**src/rtl/counter_share_arbiter.sv**
```systemverilog
// One up counter time-shared among N_REQ requesters under round-robin arbitration.
// Each grant counts 0..limit[winner], then a one-cycle done pulse goes to the winner.
module counter_share_arbiter #(
  parameter int N_REQ = 4,
  parameter int CW    = 4
) (
  input  logic                clk,
  input  logic                rst,
  input  logic [N_REQ-1:0]    req,
  input  logic [N_REQ*CW-1:0] limit,
  output logic [N_REQ-1:0]    grant,
  output logic [N_REQ-1:0]    done,
  output logic                busy,
  output logic [CW-1:0]       count
);

  localparam int WW = (N_REQ > 1) ? $clog2(N_REQ) : 1;
  localparam logic [N_REQ-1:0] ONE_HOT0 = {{(N_REQ-1){1'b0}}, 1'b1};

  // state | meaning: IDLE arbitrate | RUN counter owned by wsel | DONE done pulse cycle
  localparam logic [1:0] S_IDLE = 2'd0;
  localparam logic [1:0] S_RUN  = 2'd1;
  localparam logic [1:0] S_DONE = 2'd2;

  logic [1:0]       state_q, state_d;
  logic [N_REQ-1:0] grant_q, grant_d;
  logic [N_REQ-1:0] done_q,  done_d;
  logic             busy_q,  busy_d;
  logic [CW-1:0]    count_q, count_d;
  logic [CW-1:0]    lim_q,   lim_d;
  logic [WW-1:0]    wsel_q,  wsel_d;
  logic [WW-1:0]    rr_q,    rr_d;

  logic             win_found;
  logic [WW-1:0]    win_idx;
  logic [WW:0]      scan_idx;
  logic [CW-1:0]    lim_sel;
  logic [WW-1:0]    rr_after;

  // first set req bit scanning upward from the pointer, wrapping at N_REQ
  always_comb begin
    win_found = 1'b0;
    win_idx   = '0;
    scan_idx  = '0;
    for (int k = 0; k < N_REQ; k++) begin
      scan_idx = {1'b0, rr_q} + (WW+1)'(k);
      if (scan_idx >= (WW+1)'(N_REQ)) begin
        scan_idx = scan_idx - (WW+1)'(N_REQ);
      end
      if (!win_found && req[scan_idx[WW-1:0]]) begin
        win_found = 1'b1;
        win_idx   = scan_idx[WW-1:0];
      end
    end
  end

  always_comb begin
    lim_sel = '0;
    for (int i = 0; i < N_REQ; i++) begin
      if (win_idx == WW'(i)) begin
        lim_sel = limit[i*CW +: CW];
      end
    end
  end

  assign rr_after = (wsel_q == WW'(N_REQ-1)) ? '0 : wsel_q + WW'(1);

  always_comb begin
    state_d = state_q;
    grant_d = grant_q;
    done_d  = '0;
    busy_d  = busy_q;
    count_d = count_q;
    lim_d   = lim_q;
    wsel_d  = wsel_q;
    rr_d    = rr_q;
    case (state_q)
      S_IDLE: begin
        grant_d = '0;
        count_d = '0;
        busy_d  = 1'b0;
        if (win_found) begin
          state_d = S_RUN;
          grant_d = ONE_HOT0 << win_idx;
          busy_d  = 1'b1;
          lim_d   = lim_sel;
          wsel_d  = win_idx;
        end
      end
      S_RUN: begin
        // terminal compare outranks a same-cycle req drop
        if (count_q == lim_q) begin
          state_d = S_DONE;
          grant_d = '0;
          done_d  = ONE_HOT0 << wsel_q;
          count_d = '0;
          busy_d  = 1'b1;
          rr_d    = rr_after;
        end else if (!req[wsel_q]) begin
          state_d = S_IDLE;
          grant_d = '0;
          count_d = '0;
          busy_d  = 1'b0;
          rr_d    = rr_after;
        end else begin
          count_d = count_q + CW'(1);
        end
      end
      S_DONE: begin
        state_d = S_IDLE;
        grant_d = '0;
        count_d = '0;
        busy_d  = 1'b0;
      end
      default: begin
        state_d = S_IDLE;
        grant_d = '0;
        count_d = '0;
        busy_d  = 1'b0;
      end
    endcase
  end

  always_ff @(posedge clk) begin
    if (rst) begin
      state_q <= S_IDLE;
      grant_q <= '0;
      done_q  <= '0;
      busy_q  <= 1'b0;
      count_q <= '0;
      lim_q   <= '0;
      wsel_q  <= '0;
      rr_q    <= '0;
    end else begin
      state_q <= state_d;
      grant_q <= grant_d;
      done_q  <= done_d;
      busy_q  <= busy_d;
      count_q <= count_d;
      lim_q   <= lim_d;
      wsel_q  <= wsel_d;
      rr_q    <= rr_d;
    end
  end

  assign grant = grant_q;
  assign done  = done_q;
  assign busy  = busy_q;
  assign count = count_q;

endmodule

```
**config.mk**
```make
export PLATFORM = sky130hd
export DESIGN_NAME = counter_share_arbiter
export DESIGN_NICKNAME = d
export VERILOG_FILES = /design/src/rtl/counter_share_arbiter.sv
export SDC_FILE = /design/constraint.sdc
export NUM_CORES = 1
export LEC_CHECK = 0
export ABC_AREA = 1
export CAP_MARGIN = 10
export CORE_MARGIN = 1
export CORE_UTILIZATION = 48
export DETAILED_ROUTE_END_ITERATION = 12
export GPL_TIMING_DRIVEN = 0
export PLACE_DENSITY = 0.79
export RECOVER_POWER = 25
export SYNTH_ARGS = -nofsm -noshare
export SYNTH_HDL_FRONTEND = slang
export SYNTH_SLANG_ARGS = --single-unit
```
**constraint.sdc**
```tcl
create_clock -name clk -period 2.5 [get_ports clk]
set_clock_uncertainty 0.15 [all_clocks]
set_input_delay 0.25 -clock clk [delete_from_list [all_inputs] [get_ports clk]]
set_output_delay 0.25 -clock clk [all_outputs]
set_load 0.01 [all_outputs]
```
==> results of run 1 <==
[sequential cells by signal, indices dropped and copies added (netlist names)]
register and flops:
lim_q 4, wsel_q 2, done 4, count 4, busy 1, grant 4, state_q 2, rr_q 2
[path summary, 6_finish.rpt]
kind,from,to,cells after the start,slack [ns]
worst max register to register,rr_q[0],lim_q[3],13,0.44
worst min-delay path,busy,busy,2,0.31
worst min register to register,busy,busy,2,0.31
worst max-delay path,rr_q[0],lim_q[3],13,0.44
[cell type report]
cell class                      instances  area, µm²  share of cell area (%)
Tap cell                               30       37.5                    2.16
Sequential cell                        23        460                    26.5
Multi-Input combinational cell        149        723                    41.6
Inverter                               31        116                    6.69
Buffer                                  3       33.8                    1.94
Clock buffer                            3       22.5                    1.29
Timing Repair Buffer                   34        340                    19.6
Clock inverter                          1       5.00                   0.288
[kinds of logic after synthesis]
| group | count (synthesis) | share of synthesized area (%) |
|---|---|---|
| flops | 23 | 34.5 |
| simple gates | 115 | 37.8 |
| buf+inv | 34 | 11.3 |
| compound gates | 26 | 10.6 |
| fa+ha+maj | 2 | 1.88 |
| xor+xnor | 6 | 3.94 |
[Yosys cell counts]
| library cell | n | area (µm²) |
|---|---|---|
| dfxtp_1 | 23 | 460 |
| nor2_4 | 3 | 33.8 |
| o22ai_1 | 2 | 12.5 |
| nand2_4 | 1 | 11.3 |
| inv_2 | 3 | 11.3 |
| ha_1 | 2 | 25.0 |
| nor2_1 | 21 | 78.8 |
| nand2_1 | 65 | 244 |
| o21bai_1 | 1 | 7.51 |
| a32oi_1 | 1 | 8.76 |
| nand2_2 | 4 | 25.0 |
| a21oi_1 | 12 | 60.1 |
| a21o_1 | 1 | 7.51 |
| xor2_1 | 1 | 8.76 |
| buf_6 | 3 | 33.8 |
| or2_1 | 1 | 6.26 |
| nand3_1 | 16 | 80.1 |
| o21ai_1 | 4 | 20.0 |
| o21ai_0 | 5 | 25.0 |
| xnor2_1 | 5 | 43.8 |
| nand4_1 | 2 | 12.5 |
| inv_1 | 28 | 105 |
| nand3b_1 | 1 | 7.51 |
| nor3_1 | 1 | 5.00 |
[through the flow]
stage                     cell area [µm²]  total power [mW]  setup slack [ns]
final                                1740              2.09             0.436
after global routing                 1740              2.33             0.200
after CTS                            1740              2.11             0.420
after detailed placement             1710              1.94             0.151
after global placement               1710              1.91             0.168
after floorplan                      1330              1.61             0.700
[per-layer routing]
| layer | vias up | track usage, % | wire length [µm] |
|---|---|---|---|
| met3 | 4 | 2.50 | 116 |
| met2 | 39 | 31.5 | 1110 |
| li1 | 721 | - | - |
| met4 | 0 | 6.41 | 31 |
| met1 | 568 | 29.8 | 1320 |
| met5 | - | 0 | 0 |
[power by group through the flow]
stage	clock network [mW]	logic [mW]	registers (mW)
after floorplan	0	1.07	0.543
after global placement	0	1.37	0.539
after detailed placement	0	1.40	0.540
after CTS	0.172	1.40	0.532
after global routing	0.184	1.60	0.546
final	0.168	1.39	0.532
[worst max-delay path: cells and delay by family (launching register included)]
| family | cells | cell delay, ns |
|---|---|---|
| and+or+nand+nor | 11 | 1.21 |
| AOI/OAI and AO/OA | 1 | 0.11 |
| buffers and inverters | 1 | 0.16 |
| DFF | 1 | 0.38 |
==> flow_summary.ini, run 1 <==
[timing]
hold_viol = 0
min_period_ns = 2.06
setup_tns_ns = 0
holdWs_ns = 0.311
worst_slew_margin_rel_pct = 74.8
worstMarginPinSlew_ns = 0.376
post-route-period-util_pct = 82.6
setup-violations-final = 0
fmax_mhz = 484
rsz0062_at_grt = no
final_max_slew_viol_count = 0

[drt]
drt_wl_total_um = 2580
first_iter_violations = 30
num_vias = 1332
ant_nets = 0
vias_per_cell = 4.86
firstDrtPassIters = 4
detail_route.wl_per_cell_um = 9.41
drc = 0

[yosys]
yosysWarnings = 0
synth-seq-cells = 23
postSynthAreaPerCell_um2 = 6.47
syn_nets = 230
yosysSeqAreaShare_pct = 34.5
netlist_area_mm2 = 0.00133
ys_types = 24
syn_inst = 206

[worst_setup_path]
path_cells = buf_6 -> nand2_1 -> nand2_1 -> nand2_1 -> nand2_2 -> nor2_4 -> nand3b_1 -> nand3_1 -> nor2_1 -> nand2_1 -> nand3_1 -> nand2_1 -> a21oi_1
arrival_ns = 2.17
max_stage_delay_ns = 0.38
critPathSlowestCell = dfxtp_1
cpMostUsedCell = nand2_1
worst-path-max-fanout = 10
end_kind = flip-flop
worstSetupStartpointType = flip-flop
crit_type = flip-flop to flip-flop
cp.required_ns = 2.60

[final_layout]
num-fill-cells = 244
fin_nets = 269
drive_gt1_share_pct = 7.38
most-common-layout-cells = 65 x nand2_1, 29 x clkdlybuf4s50_1, 28 x inv_1
diodes = 0
fin_cells = 274
final_core_util_pct = 68.3
area_growth_syn_to_layout_pct = 30.4
final_common_cell = nand2_1

[job]
maxCapViolCount = 0

[global_route]
grt_pass1_wl_um = 4490
grt_overflow = 0
antenna_found_initial = 0
grt_max_degree = 14
grt_pass1_vias = 1052
grt_usage_pct = 20.7

[run_status]
status = completed

[clock_tree]
cts.sinks = 23
cts-resized-gates = 0
clk_pin_slew_ns = 0.13
clk_latency_ns = 0.31
htreeDepth = 1
cts_buffers = 3
clockBufferDepth = 2
tritoncts = built
cts_setup_buffers = 0
root_buffer = clkbuf_4
postCtsHoldBufs = 0

[pwr]
power_density_mw_per_mm2 = 1200
seq_power_share_pct = 25.5
p_switching_mw = 1.01
comb_power_share_pct = 66.5
internal-power_mw = 1.07
vdd_drop_max_mv = 0.884
power.leakage_nw = 0.840
switching_share_pct = 48.6
clockPowerShare_pct = 8.1

[floorplan]
die-area_mm2 = 0.00299
num_rows = 18
die_h_um = 54.7
io_pins = 35
die_x_um = 54.7
start_util_pct = 52.4
core-area_mm2 = 0.00254

[worst_hold_path]
worst_hold_path_type = flip-flop to flip-flop

[placed_design]
place_congestion = 0.821
placed_cells = 270
dpl.hpwl_um = 2070
io_buffers = 34
(Power assumes the default switching activity.)
==> run 2, diff against run 1 <==
==> constraint.sdc (replaced) <==
create_clock -name clk -period 2 [get_ports clk]
set_clock_uncertainty 0.15 [all_clocks]
set_input_delay 0.2 -clock clk [delete_from_list [all_inputs] [get_ports clk]]
set_output_delay 0.2 -clock clk [all_outputs]
set_load 0.01 [all_outputs]
==> run 2 against run 1 <==
Compared with the run above:
- the run now ends with setup timing left
- worst setup slack worse by 0.48 ns
- global-route usage is 0.17 points higher
- combinational power is 73% higher
- power is 58% higher
- utilization is 9.1 points higher
- clock-buffer cell count stayed put
- final cell count is 4.4% higher
- sequential share of layout area is 2.7 points lower
- sequential power is 30% higher
- critical path depth is 1 higher
- flip-flop and latch count stayed put
- worst hold slack worse by 0.0022 ns
==> flow_summary.ini, run 2 (same netlist as run 1, synthesis figures left out) <==
[run_status]
status = complete, but fails checks
failed_checks = setup timing

[pwr]
comb_power_share_pct = 72.7
vdd_drop_max_mv = 1.34
power.leakage_nw = 0.942
power_density_mw_per_mm2 = 1680
clockPowerShare_pct = 6.5
internal-power_mw = 1.67
seq_power_share_pct = 20.8
p_switching_mw = 1.64
switching_share_pct = 49.5
power_mw = 3.30

[floorplan]
io_pins = 35
die_x_um = 54.7
core-area_mm2 = 0.00254
num_rows = 18
die-area_mm2 = 0.00299
die_h_um = 54.7
start_util_pct = 52.4

[timing]
post-route-period-util_pct = 102
final_max_slew_viol_count = 0
holdWs_ns = 0.309
setup_tns_ns = -0.0903
setup-violations-final = 3
fmax_mhz = 490
min_period_ns = 2.04
hold_viol = 0
setup_slack_ns = -0.0391
rsz0062_at_grt = yes
worst_slew_margin_rel_pct = 71.2
worstMarginPinSlew_ns = 0.429

[worst_setup_path]
arrival_ns = 2.14
worstSetupPathDepth = 14
end_kind = flip-flop
crit_type = flip-flop to flip-flop
max_stage_delay_ns = 0.39
rr_worst_depth = 14
worst-path-max-fanout = 5
critPathSlowestCell = dfxtp_4
worstPathBufferInverterCount = 2
cpLargestDelayFamily = simple AND/OR/NAND/NOR gates
cpMostUsedCell = nand2_4
cp.required_ns = 2.10
path_cells = buf_8 -> nand2_4 -> nand2_4 -> nand2_2 -> nand2_2 -> nor2_4 -> nand3_1 -> nand2_1 -> nand2_4 -> buf_6 -> o21bai_1 -> nand3_1 -> nand2_1 -> a21oi_1
worstSetupStartpointType = flip-flop

[drt]
detail_route.wl_per_cell_um = 11.9
ant_nets = 0
first_iter_violations = 38
firstDrtPassIters = 4
vias_per_cell = 5.13
drc = 0
num_vias = 1466
drt_wl_total_um = 3400

[final_layout]
final_common_cell = nand2_1
drive_gt1_share_pct = 22.3
area_growth_syn_to_layout_pct = 47.7
most-common-layout-cells = 47 x nand2_1, 28 x clkdlybuf4s50_1, 27 x inv_1
fin_cells = 286
finalInstanceArea_mm2 = 0.00197
fin_nets = 281
final_core_util_pct = 77.4
diodes = 0

[placed_design]
pre_cts_ws_ns = -0.299
dpl.hpwl_um = 2070
place_congestion = 0.821
io_buffers = 34
placed_cells = 270
placed_cell_area_mm2 = 0.00171

[worst_hold_path]
worst_hold_path_type = flip-flop to flip-flop
hold_path_depth = 2

[clock_tree]
root_buffer = clkbuf_4
cts_buffers = 3
clk_pin_slew_ns = 0.13
clockBufferDepth = 2
cts.sinks = 23
tritoncts = built
htreeDepth = 1
clk_latency_ns = 0.31

[global_route]
grt_overflow = 0
grt_pass1_wl_um = 4530
grt_max_degree = 14
antenna_found_initial = 0
grt_pass1_vias = 1063
grt_usage_pct = 20.9

[job]
maxCapViolCount = 0
[run 2: what timing repair did]
item	4_1_cts	5_1_grt
buffers inserted	1	8
gates resized for setup	2	42
setup endpoints to repair	5	11
hold endpoints to repair	0	0
pin swaps	0	12
hold buffers	0	0
gates cloned	0	3
[run 2: tightest hold or removal path: cells and delay by family (launching register included)]
kind / cells / cell delay, ns
DFF: 1 / 0.33
buffers and inverters: 1 / 0.05
AOI/OAI and AO/OA: 1 / 0.05
[run 2: final timing paths]
check | from | endpoint | slack, ns
worst max-delay path | rr_q[0] | lim_q[2] | -0.04
worst min-delay path | grant[3] | grant[3] | 0.31
worst max register to register | rr_q[0] | lim_q[2] | -0.04
worst min register to register | grant[3] | grant[3] | 0.31
[run 2: power groups by stage]
stage          clock, mW  sequential (mW)  combinational (mW)
6_report           0.213            0.689                2.40
5_1_grt            0.230            0.705                2.62
4_1_cts            0.215            0.666                1.80
3_5_place_dp           0            0.676                1.75
3_3_place_gp           0            0.674                1.71
2_1_floorplan          0            0.679                1.34
[run 2: area by class of cell]
cell class	count	area [µm²]
buffer	3	37.5
clock buffer	3	22.5
clock inverter	1	5.00
fill	195	574
inverter	31	119
multi-input combinational	150	842
sequential	23	468
tap	30	37.5
timing repair buffer	45	439
[run 2: metal layers]
layer	global-route usage [%]	part of all wire, %	up-vias
li1	-	-	747
met1	30.0	46	659
met2	31.9	47	51
met3	2.50	4.3	9
met4	6.41	2.5	0
met5	0	0	-
